===== config.mk =====
export PLATFORM = sky130hd
export DESIGN_NAME = nn_layer_sequencer_flat
export DESIGN_NICKNAME = d
export VERILOG_FILES = /design/src/rtl/nn_layer_sequencer_pkg.sv /design/src/rtl/nn_layer_sequencer_if.sv /design/src/rtl/nn_desc_table.sv /design/src/rtl/nn_layer_sequencer.sv /design/src/flat_wrapper.sv
export SDC_FILE = /design/constraint.sdc
export NUM_CORES = 2
export LEC_CHECK = 0
export BUFFER_PORTS_ARGS = -buffer_cell sky130_fd_sc_hd__buf_4
export CAP_MARGIN = 20
export CORE_ASPECT_RATIO = 0.6
export CORE_MARGIN = 4
export CORE_UTILIZATION = 30
export CTS_CLUSTER_SIZE = 10
export DETAILED_ROUTE_END_ITERATION = 10
export GPL_ROUTABILITY_DRIVEN = 0
export PLACE_DENSITY = 0.51
export SLEW_MARGIN = 20
export SYNTH_ARGS = -nofsm -noshare
export SYNTH_HDL_FRONTEND = slang
export SYNTH_SLANG_ARGS = --single-unit

===== constraint.sdc =====
create_clock -name HCLK -period 6.55 [get_ports HCLK]
set_clock_uncertainty 0.1 [all_clocks]
set_input_delay 1.31 -clock HCLK [delete_from_list [all_inputs] [get_ports HCLK]]
set_output_delay 1.31 -clock HCLK [all_outputs]
set_load 0.005 [all_outputs]

===== src/rtl/nn_layer_sequencer_pkg.sv =====
// Shared definitions for the NN layer sequencer: command codes, descriptor
// field selects, error codes, FSM states and the descriptor entry layout.
package nn_layer_sequencer_pkg;

  localparam int unsigned DATA_W  = 32;
  localparam int unsigned CMD_W   = 8;
  localparam int unsigned FIELD_W = 3;

  localparam logic [CMD_W-1:0] CMD_NONE        = 8'h00;
  localparam logic [CMD_W-1:0] CMD_LOAD_BIAS   = 8'h03;
  localparam logic [CMD_W-1:0] CMD_LOAD_WEIGHT = 8'h04;
  localparam logic [CMD_W-1:0] CMD_RUN_LAYER   = 8'h05;

  localparam logic [FIELD_W-1:0] FLD_BIAS_ADDR   = 3'd0;
  localparam logic [FIELD_W-1:0] FLD_WEIGHT_ADDR = 3'd1;
  localparam logic [FIELD_W-1:0] FLD_IN_CH       = 3'd2;
  localparam logic [FIELD_W-1:0] FLD_OUT_CH      = 3'd3;
  localparam logic [FIELD_W-1:0] FLD_COMP        = 3'd4;

  typedef enum logic [1:0] {
    ERR_NONE    = 2'd0,
    ERR_TIMEOUT = 2'd1,
    ERR_BAD_NUM = 2'd2,
    ERR_ABORTED = 2'd3
  } err_code_e;

  typedef enum logic [2:0] {
    ST_IDLE  = 3'd0,
    ST_LOAD  = 3'd1,
    ST_ISSUE = 3'd2,
    ST_WAIT  = 3'd3,
    ST_FIN   = 3'd4
  } state_e;

  typedef struct packed {
    logic [DATA_W-1:0] bias_addr;
    logic [DATA_W-1:0] weight_addr;
    logic [DATA_W-1:0] in_ch;
    logic [DATA_W-1:0] out_ch;
    logic [DATA_W-1:0] compensation;
  } desc_t;

  // Command code issued for each of the three per-layer phases.
  function automatic logic [CMD_W-1:0] phase_cmd(input logic [1:0] phase);
    case (phase)
      2'd0:    return CMD_LOAD_BIAS;
      2'd1:    return CMD_LOAD_WEIGHT;
      default: return CMD_RUN_LAYER;
    endcase
  endfunction

endpackage


===== src/rtl/nn_layer_sequencer_if.sv =====
// Bus between the register block/datapath (master) and the sequencer (slave).
interface nn_layer_sequencer_if #(
  parameter int unsigned LW = 3
);

  logic          desc_we;
  logic [LW-1:0] desc_idx;
  logic [2:0]    desc_field;
  logic [31:0]   desc_wdata;
  logic [LW:0]   num_layers;
  logic          start;
  logic          abort;
  logic          cmd_done;

  logic [7:0]    cmd;
  logic [31:0]   bias_addr;
  logic [31:0]   weight_addr;
  logic [31:0]   in_ch;
  logic [31:0]   out_ch;
  logic [31:0]   compensation;
  logic [31:0]   layer;
  logic          busy;
  logic          done;
  logic          err;
  logic [1:0]    err_code;

  modport master (
    output desc_we, desc_idx, desc_field, desc_wdata, num_layers, start, abort, cmd_done,
    input  cmd, bias_addr, weight_addr, in_ch, out_ch, compensation, layer,
    input  busy, done, err, err_code
  );

  modport slave (
    input  desc_we, desc_idx, desc_field, desc_wdata, num_layers, start, abort, cmd_done,
    output cmd, bias_addr, weight_addr, in_ch, out_ch, compensation, layer,
    output busy, done, err, err_code
  );

endinterface


===== src/rtl/nn_desc_table.sv =====
// Per-layer descriptor register file: field-wise synchronous write,
// asynchronous whole-entry read.
module nn_desc_table
  import nn_layer_sequencer_pkg::*;
#(
  parameter int unsigned MAX_LAYERS = 8,
  parameter int unsigned LW         = 3
) (
  input  logic               i_clk,
  input  logic               i_rst_n,
  input  logic               i_we,
  input  logic [LW-1:0]      i_idx,
  input  logic [FIELD_W-1:0] i_field,
  input  logic [DATA_W-1:0]  i_wdata,
  input  logic [LW-1:0]      i_rd_idx,
  output desc_t              o_entry_c
);

  desc_t r_mem [MAX_LAYERS];

  always_ff @(posedge i_clk or negedge i_rst_n) begin
    if (!i_rst_n) begin
      for (int i = 0; i < int'(MAX_LAYERS); i++) r_mem[i] <= '0;
    end else if (i_we && (32'(i_idx) < MAX_LAYERS)) begin
      case (i_field)
        FLD_BIAS_ADDR:   r_mem[i_idx].bias_addr    <= i_wdata;
        FLD_WEIGHT_ADDR: r_mem[i_idx].weight_addr  <= i_wdata;
        FLD_IN_CH:       r_mem[i_idx].in_ch        <= i_wdata;
        FLD_OUT_CH:      r_mem[i_idx].out_ch       <= i_wdata;
        FLD_COMP:        r_mem[i_idx].compensation <= i_wdata;
        default:         ;
      endcase
    end
  end

  assign o_entry_c = r_mem[i_rd_idx];

endmodule


===== src/rtl/nn_layer_sequencer.sv =====
// Walks the descriptor table layer by layer, issuing bias/weight/run command
// pulses to the NN datapath and waiting for its done handshake after each.
module nn_layer_sequencer
  import nn_layer_sequencer_pkg::*;
#(
  parameter int unsigned MAX_LAYERS     = 8,
  parameter int unsigned LW             = 3,
  parameter int unsigned TIMEOUT_CYCLES = 1048576
) (
  input  logic                HCLK,
  input  logic                HRESETn,
  nn_layer_sequencer_if.slave bus
);

  localparam int unsigned TW = $clog2(TIMEOUT_CYCLES) + 1;

  state_e          r_state,     w_state;
  logic [LW-1:0]   r_layer,     w_layer;
  logic [1:0]      r_phase,     w_phase;
  logic [LW:0]     r_num,       w_num;
  logic [TW-1:0]   r_tmo,       w_tmo;
  desc_t           r_cfg,       w_cfg;
  logic [LW-1:0]   r_layer_out, w_layer_out;
  logic [CMD_W-1:0] r_cmd,      w_cmd;
  logic            r_busy,      w_busy;
  logic            r_done,      w_done;
  logic            r_err,       w_err;
  err_code_e       r_err_code,  w_err_code;
  desc_t           w_entry;

  nn_desc_table #(
    .MAX_LAYERS (MAX_LAYERS),
    .LW         (LW)
  ) u_desc_table (
    .i_clk     (HCLK),
    .i_rst_n   (HRESETn),
    .i_we      (bus.desc_we),
    .i_idx     (bus.desc_idx),
    .i_field   (bus.desc_field),
    .i_wdata   (bus.desc_wdata),
    .i_rd_idx  (r_layer),
    .o_entry_c (w_entry)
  );

  always_ff @(posedge HCLK or negedge HRESETn) begin
    if (!HRESETn) begin
      r_state     <= ST_IDLE;
      r_layer     <= '0;
      r_phase     <= '0;
      r_num       <= '0;
      r_tmo       <= '0;
      r_cfg       <= '0;
      r_layer_out <= '0;
      r_cmd       <= CMD_NONE;
      r_busy      <= 1'b0;
      r_done      <= 1'b0;
      r_err       <= 1'b0;
      r_err_code  <= ERR_NONE;
    end else begin
      r_state     <= w_state;
      r_layer     <= w_layer;
      r_phase     <= w_phase;
      r_num       <= w_num;
      r_tmo       <= w_tmo;
      r_cfg       <= w_cfg;
      r_layer_out <= w_layer_out;
      r_cmd       <= w_cmd;
      r_busy      <= w_busy;
      r_done      <= w_done;
      r_err       <= w_err;
      r_err_code  <= w_err_code;
    end
  end

  always_comb begin
    w_state     = r_state;
    w_layer     = r_layer;
    w_phase     = r_phase;
    w_num       = r_num;
    w_tmo       = r_tmo;
    w_cfg       = r_cfg;
    w_layer_out = r_layer_out;
    w_cmd       = CMD_NONE;
    w_done      = 1'b0;
    w_err       = r_err;
    w_err_code  = r_err_code;

    // Abort preempts every active state, including a pending cmd pulse.
    if ((r_state != ST_IDLE) && bus.abort) begin
      w_state    = ST_IDLE;
      w_err      = 1'b1;
      w_err_code = ERR_ABORTED;
    end else begin
      case (r_state)
        ST_IDLE: begin
          if (bus.start && !bus.abort) begin
            w_err      = 1'b0;
            w_err_code = ERR_NONE;
            w_num      = bus.num_layers;
            if (bus.num_layers == '0) begin
              w_state = ST_FIN;
            end else if (bus.num_layers > (LW+1)'(MAX_LAYERS)) begin
              w_err      = 1'b1;
              w_err_code = ERR_BAD_NUM;
            end else begin
              w_state = ST_LOAD;
              w_layer = '0;
              w_phase = '0;
            end
          end
        end
        ST_LOAD: begin
          w_cfg       = w_entry;
          w_layer_out = r_layer;
          w_state     = ST_ISSUE;
        end
        ST_ISSUE: begin
          w_cmd   = phase_cmd(r_phase);
          w_tmo   = '0;
          w_state = ST_WAIT;
        end
        ST_WAIT: begin
          w_tmo = r_tmo + TW'(1);
          // cmd_done takes priority over a coincident timeout expiry.
          if (bus.cmd_done) begin
            if (r_phase != 2'd2) begin
              w_phase = r_phase + 2'd1;
              w_state = ST_ISSUE;
            end else if (((LW+1)'(r_layer) + (LW+1)'(1)) < r_num) begin
              w_layer = r_layer + LW'(1);
              w_phase = '0;
              w_state = ST_LOAD;
            end else begin
              w_state = ST_FIN;
            end
          end else if (r_tmo == TW'(TIMEOUT_CYCLES - 1)) begin
            w_state    = ST_IDLE;
            w_err      = 1'b1;
            w_err_code = ERR_TIMEOUT;
          end
        end
        ST_FIN: begin
          w_done  = 1'b1;
          w_state = ST_IDLE;
        end
        default: w_state = ST_IDLE;
      endcase
    end

    w_busy = (w_state != ST_IDLE);
  end

  assign bus.cmd          = r_cmd;
  assign bus.bias_addr    = r_cfg.bias_addr;
  assign bus.weight_addr  = r_cfg.weight_addr;
  assign bus.in_ch        = r_cfg.in_ch;
  assign bus.out_ch       = r_cfg.out_ch;
  assign bus.compensation = r_cfg.compensation;
  assign bus.layer        = 32'(r_layer_out);
  assign bus.busy         = r_busy;
  assign bus.done         = r_done;
  assign bus.err          = r_err;
  assign bus.err_code     = r_err_code;

endmodule


===== src/flat_wrapper.sv =====
// flat-port wrapper written by rule: the top's interface ports become plain ports
module nn_layer_sequencer_flat import nn_layer_sequencer_pkg::*;
#(
  parameter int unsigned MAX_LAYERS     = 8,
  parameter int unsigned LW             = 3,
  parameter int unsigned TIMEOUT_CYCLES = 1048576
)
  (HCLK, HRESETn, bus_desc_we, bus_desc_idx, bus_desc_field, bus_desc_wdata, bus_num_layers, bus_start, bus_abort, bus_cmd_done, bus_cmd, bus_bias_addr, bus_weight_addr, bus_in_ch, bus_out_ch, bus_compensation, bus_layer, bus_busy, bus_done, bus_err, bus_err_code);
  nn_layer_sequencer_if #(.LW(LW)) bus_i ();
  input  logic HCLK;
  input  logic HRESETn;
  input wire logic [$bits(bus_i.desc_we)-1:0] bus_desc_we;
  input wire logic [$bits(bus_i.desc_idx)-1:0] bus_desc_idx;
  input wire logic [$bits(bus_i.desc_field)-1:0] bus_desc_field;
  input wire logic [$bits(bus_i.desc_wdata)-1:0] bus_desc_wdata;
  input wire logic [$bits(bus_i.num_layers)-1:0] bus_num_layers;
  input wire logic [$bits(bus_i.start)-1:0] bus_start;
  input wire logic [$bits(bus_i.abort)-1:0] bus_abort;
  input wire logic [$bits(bus_i.cmd_done)-1:0] bus_cmd_done;
  output wire logic [$bits(bus_i.cmd)-1:0] bus_cmd;
  output wire logic [$bits(bus_i.bias_addr)-1:0] bus_bias_addr;
  output wire logic [$bits(bus_i.weight_addr)-1:0] bus_weight_addr;
  output wire logic [$bits(bus_i.in_ch)-1:0] bus_in_ch;
  output wire logic [$bits(bus_i.out_ch)-1:0] bus_out_ch;
  output wire logic [$bits(bus_i.compensation)-1:0] bus_compensation;
  output wire logic [$bits(bus_i.layer)-1:0] bus_layer;
  output wire logic [$bits(bus_i.busy)-1:0] bus_busy;
  output wire logic [$bits(bus_i.done)-1:0] bus_done;
  output wire logic [$bits(bus_i.err)-1:0] bus_err;
  output wire logic [$bits(bus_i.err_code)-1:0] bus_err_code;
  assign bus_i.desc_we = bus_desc_we;
  assign bus_i.desc_idx = bus_desc_idx;
  assign bus_i.desc_field = bus_desc_field;
  assign bus_i.desc_wdata = bus_desc_wdata;
  assign bus_i.num_layers = bus_num_layers;
  assign bus_i.start = bus_start;
  assign bus_i.abort = bus_abort;
  assign bus_i.cmd_done = bus_cmd_done;
  assign bus_cmd = bus_i.cmd;
  assign bus_bias_addr = bus_i.bias_addr;
  assign bus_weight_addr = bus_i.weight_addr;
  assign bus_in_ch = bus_i.in_ch;
  assign bus_out_ch = bus_i.out_ch;
  assign bus_compensation = bus_i.compensation;
  assign bus_layer = bus_i.layer;
  assign bus_busy = bus_i.busy;
  assign bus_done = bus_i.done;
  assign bus_err = bus_i.err;
  assign bus_err_code = bus_i.err_code;
  nn_layer_sequencer #(.MAX_LAYERS(MAX_LAYERS), .LW(LW), .TIMEOUT_CYCLES(TIMEOUT_CYCLES)) u_core (.HCLK(HCLK), .HRESETn(HRESETn), .bus(bus_i));
endmodule

-- Word-level counts from Yosys, hierarchy flattened
Index checks and enable logic that the tools add are counted.
W data, S select, Z words.
- divide/modulo/power cells: 0
- eq/ne operators: 21
- add/subtract/negate cells: 4
- shift operators: 0
- multiplexer cells: 62
- multiply operators: 0
- reduce and logical (&&, ||, !) cells: 21
- bitwise operators: 3
- order comparisons: 5
- operators with widths (cell ; number):
    $bwmux W1280 ; 5
    $pmux W1280 S5 ; 1
    $demux W160 S3 ; 5
    $bmux W160 S3 ; 1
    $mux W160 ; 3
    $mux W128 ; 1
    $mux W96 ; 1
    $mux W64 ; 1
    $mux W3 ; 14
    $pmux W21 S2 ; 1
    $mux W32 ; 1
    $mux W2 ; 12
    $add A21 B1 Y21 const B ; 1
    $eq A21 B20 Y1 const B ; 1
    $mux W8 ; 2
    $eq A3 B2 Y1 const B ; 4
    $pmux W3 S2 ; 2
    $pmux W3 S4 ; 1
    $ne A2 B2 Y1 const B ; 5
    $ne A3 B1 Y1 const B ; 3
    $reduce_bool A3 Y1 ; 3
    $ge A4 B4 Y1 const B ; 2
    $mux W1 ; 8
    $not A3 Y4 ; 2
    26 further kinds ; 36
- input bits: 48
- bits in latches: 0
- memories: 0
- bits in writable memories: 0
- bits in read-only memories: 0
- logic and storage cells: 172
- bits in registers: 1489

-- Logic depth before layout (Yosys ltp)
- depth in word-level cells: 8
- mapped depth: 11
- gate-level depth less buffers: 8

-- Modules after synthesis
From an unflattened synthesis, not the netlist that was laid out.
- cell total of the unflattened synthesis: 4061
- area total of the unflattened synthesis: 66044.6 µm²
- by module, submodules not included (module ; area an instance (µm²) ; cells an instance ; instances):
    nn_desc_table ; 57422.6 ; 3436 ; 1
    nn_layer_sequencer ; 8622.0 ; 625 ; 1

-- Worst setup path before layout
OpenSTA, ideal clock, no wires.
- path kind: register to register
- from: register u_core.r_layer[0]
- to: register u_core.r_busy (netlist: u_core.bus.busy)
- data arrival time: 2.715 ns
- data required time: 6.311 ns
- stages on the path, launching flop included: 12
- slack: 3.596 ns
- library setup time: 0.139 ns
- path through: dfrtp_1 -> buf_2 -> clkbuf_1 -> buf_2 -> buf_2 -> and3_1 -> ha_1 -> o211ai_1 -> o21ai_1 -> o21ai_0 -> a221o_1 -> or4_1
- cells in the longest elaborated chain, start to end: 8
- RTL lines (what ; RTL line ; RTL):
    start, declared ; nn_layer_sequencer.sv:18 ; logic [LW-1:0] r_layer, w_layer;
    start signal, assigned ; nn_layer_sequencer.sv:61 ; r_layer <= w_layer;
    $add A3 B1 Y4 ; nn_layer_sequencer.sv:129 ; end else if (((LW+1)'(r_layer) + (LW+1)'(1)) < r_num) begin
    $lt A4 B4 Y1 ; nn_layer_sequencer.sv:129 ;
    $mux W3 ; nn_layer_sequencer.sv:129 ;
    $mux W3 ; nn_layer_sequencer.sv:126 ; if (r_phase != 2'd2) begin
    $mux W3 ; nn_layer_sequencer.sv:125 ; if (bus.cmd_done) begin
    $pmux W3 S4 ; nn_layer_sequencer.sv:94 ; case (r_state)
    $mux W3 ; nn_layer_sequencer.sv:89 ; if ((r_state != ST_IDLE) && bus.abort) begin
    named net u_core.w_state[0] ; nn_layer_sequencer.sv:17 ; state_e r_state, w_state;
    $reduce_bool A3 Y1 ; nn_layer_sequencer.sv:150 ; w_busy = (w_state != ST_IDLE);
    named net u_core.w_busy ; nn_layer_sequencer.sv:25 ; logic r_busy, w_busy;
    end signal, assigned ; nn_layer_sequencer.sv:68 ; r_busy <= w_busy;
    end, declared ; nn_layer_sequencer.sv:25 ;
The timed path passes the listed nets, and every way through them passes these cells.
A chain may end at the register's enable or synchronous reset.

-- Final worst setup path
- from: register u_core.r_layer[0]
- to: register u_core.r_cfg, in the netlist u_core.bus.in_ch[10]
- cells in the longest elaborated chain, start to end: 4
- RTL lines (what ; RTL line ; RTL):
    $not A3 Y4 (implied by the code) ; nn_desc_table.sv:36 ; assign o_entry_c = r_mem[i_rd_idx];
    $bmux W160 S3 ; nn_desc_table.sv:36 ;
    $mux W160 (implied by the code) (2 in series) ; nn_desc_table.sv:36 ;
    end signal, assigned ; nn_layer_sequencer.sv:65 ; r_cfg <= w_cfg;
    end, declared ; nn_layer_sequencer.sv:22 ; desc_t r_cfg, w_cfg;
No other way between the ends. The select of a mux whose other input is x is not followed.

==> impl_metrics.py <==
metrics = {
    "sta": {
        "maxSlewViolCount": 0,
        "worst_slew_margin_rel_pct": 26.1,
        "fin_crit_sh_pct": 54.6,
        "min_period_ns": 3.57,
        "rsz0062_at_grt": "no",
        "setup_viol": 0,
        "worst_slew_pin_slew_ns": 1.11,
        "setup_slack_ns": 2.98,
        "tns_ns": 0,
        "fmax_ghz": 0.280,
        "hold_violations": 0,
        "holdWs_ns": 0.269,
    },
    "logic_synthesis": {
        "synth_cell_types": 51,
        "syn_avg_cell_area_um2": 15.4,
        "syn-cell-area_um2": 65000,
        "synthCells": 4218,
        "async_reset_ff_share_pct": 100,
        "dominantRegCellSynth": "dfrtp_1",
        "ys_seq_area_share_pct": 57.1,
        "synth-seq-cells": 1484,
        "synth-edff-count": 0,
        "yosysWarnings": 0,
    },
    "critical_path": {
        "critPathArrivalTime_ns": 4.13,
        "max_stage_delay_ns": 1.05,
        "cpMaxStageDelayCell": "dfrtp_4",
        "worstSetupPathType": "flop to flop",
        "critPathRequiredTime_ns": 7.10,
        "crit_chain": "buf_12 > buf_4 > mux4_2 > mux2i_1 > a21oi_1",
        "crit_path_end_kind": "flop",
        "cp_max_fo": 92,
        "startpoint_type": "flop",
        "r2r_cells": 5,
    },
    "drt": {
        "dr.pass1.iters": 5,
        "via_count": 35800,
        "route.final.wire_length_um": 179000,
        "vias_per_cell": 4.97,
        "drcViolationCount": 0,
        "avgRoutedWirePerCell_um": 24.9,
        "ant_nets": 0,
        "drt-initial-drc-count": 2060,
    },
    "clocking": {
        "clk_pin_slew_worst_paths_ns": 0.06,
        "ctsHoldBuffers": 0,
        "cts_tree": "built",
        "post_cts_buffers": 0,
        "clkSinkCount": 1484,
        "htree_num_levels": 4,
        "root_buffer": "clkbuf_16",
        "numCtsBuffers": 177,
        "clk_latency_ns": 0.83,
        "cts_buffer_depth": 4,
        "post_cts_resize_count": 0,
    },
    "global_route": {
        "grt_pass1_vias": 38200,
        "grt_pass1_wl_um": 271000,
        "grt_max_degree": 156,
        "antenna_found_initial": 7,
        "grt_overflow_total": 0,
        "track_usage_pct": 16.0,
    },
    "die": {
        "num_rows": 132,
        "io_pins": 253,
        "coreArea_um2": 216000,
        "start_util_pct": 30.1,
        "die-area_um2": 224000,
        "die_h_um": 369,
        "die_w_um": 609,
    },
    "min_path": {
        "hold_class": "input pin to async pin",
    },
    "final_layout": {
        "final_area_um2": 74300,
        "layout.area.seq_um2": 37100,
        "most-common-layout-cells": "1,481 x dfrtp_1, 1,279 x mux2_2, 320 x mux4_2",
        "fill_cells": 20800,
        "final_nets": 4356,
        "multi_input_area_um2": 26300,
        "final_common_cell": "dfrtp_1",
        "fin_util_pct": 34.5,
        "fin_cells": 7214,
        "drive_gt1_share_pct": 49.3,
        "synthToLayoutAreaGrowth_pct": 14.3,
    },
    "power_and_ir_drop": {
        "irDropWorstVdd_v": 0.000200,
        "p_total_mw": 24.0,
        "power_density_nw_per_um2": 322,
        "leakage_nw": 33.0,
    },
    "placement": {
        "post-place-cells": 7004,
        "placed_area_um2": 69600,
        "io_buffer_count": 218,
        "dp_worst_setup_slack_ns": 2.27,
        "dpl.hpwl_um": 108000,
    },
    "job": {
        "maxCapViolations": 0,
    },
    "status": {
        "status": "complete, no violations",
    },
}
## cells in the mapped netlist (all sizes together), types with 2 or more instances
master	number	area, µm²
buf	233	1160
nor4	5	46.3
nor2b	4	25.0
o31ai	3	22.5
or4	2	15.0
clkbuf	185	696
o21a	3	22.5
mux2	1288	14500
and3	7	43.8
a22o	2	17.5
nand3	8	40.0
nor2	204	776
ha	5	62.6
o21ai	15	75.1
or3	5	31.3
nor3	10	50.1
mux2i	161	1610
inv	8	30.0
dfrtp	1484	37100
and3b	3	26.3
mux4	320	7210
o211ai	2	15.0
xnor2	11	96.3
nand3b	6	45.0
or2	4	25.0
xor2	4	35.0
nor4b	3	26.3
a21oi	164	821
nor3b	4	30.0
a31oi	2	12.5
nand4	5	37.5
nand2	45	169
and2	3	18.8
## worst paths after layout
| kind | slack (ns) | to | startpoint |
|---|---|---|---|
| min in group HCLK | 0.38 | flop | flop |
| worst max-delay path | 2.98 | u_core.bus.in_ch[10] | u_core.r_layer[0] |
| max in group asynchronous | 4.35 | u_core.bus.in_ch[19] | HRESETn |
| worst min-delay path | 0.27 | async pin | HRESETn |
| worst max register to register | 2.98 | u_core.bus.in_ch[10] | u_core.r_layer[0] |
| worst min register to register | 0.38 | flop | flop |
## report_power, final
group / leakage [nW] / internal [mW] / total, mW / switching, mW
Combinational: 11.2 / 2.06 / 3.57 / 1.52
Clock: 2.31 / 4.97 / 8.67 / 3.70
Sequential: 19.5 / 10.8 / 11.7 / 0.957
## per-layer routing
metal	wire length, µm	global-route usage, %
met5	0	0
met4	4440	4.10
met3	6670	2.55
met2	77400	23.4
met1	90900	24.5
## layout make-up
cell class	instances	area share, %
inverter	8	0.0404
tap	2881	4.85
multi-input combinational	2341	35.4
timing repair buffer	291	3.35
sequential	1484	50.0
clock inverter	7	0.150
antenna	2	0.00673
clock buffer	200	6.20
## logic make-up after synthesis
family                   after synthesis  synth area share (%)
AO/OA/AOI/OAI                        199                  1.62
XOR/XNOR                              15                 0.202
adder cells (fa/ha/maj)                5                0.0962
buffers and inverters                426                  2.91
flip-flops                          1484                  57.1
multiplexers                        1769                  35.9
other                                  1               0.00577
AND/OR/NAND/NOR                      319                  2.18
## worst max-delay path: cells and delay by family, from the launching register on
kind / cells / cell delay [ns]
compound gates: 1 / 0.10
buf+inv: 2 / 1.09
flops: 1 / 1.05
mux: 2 / 0.79
Power figures use the tool's default switching activity.
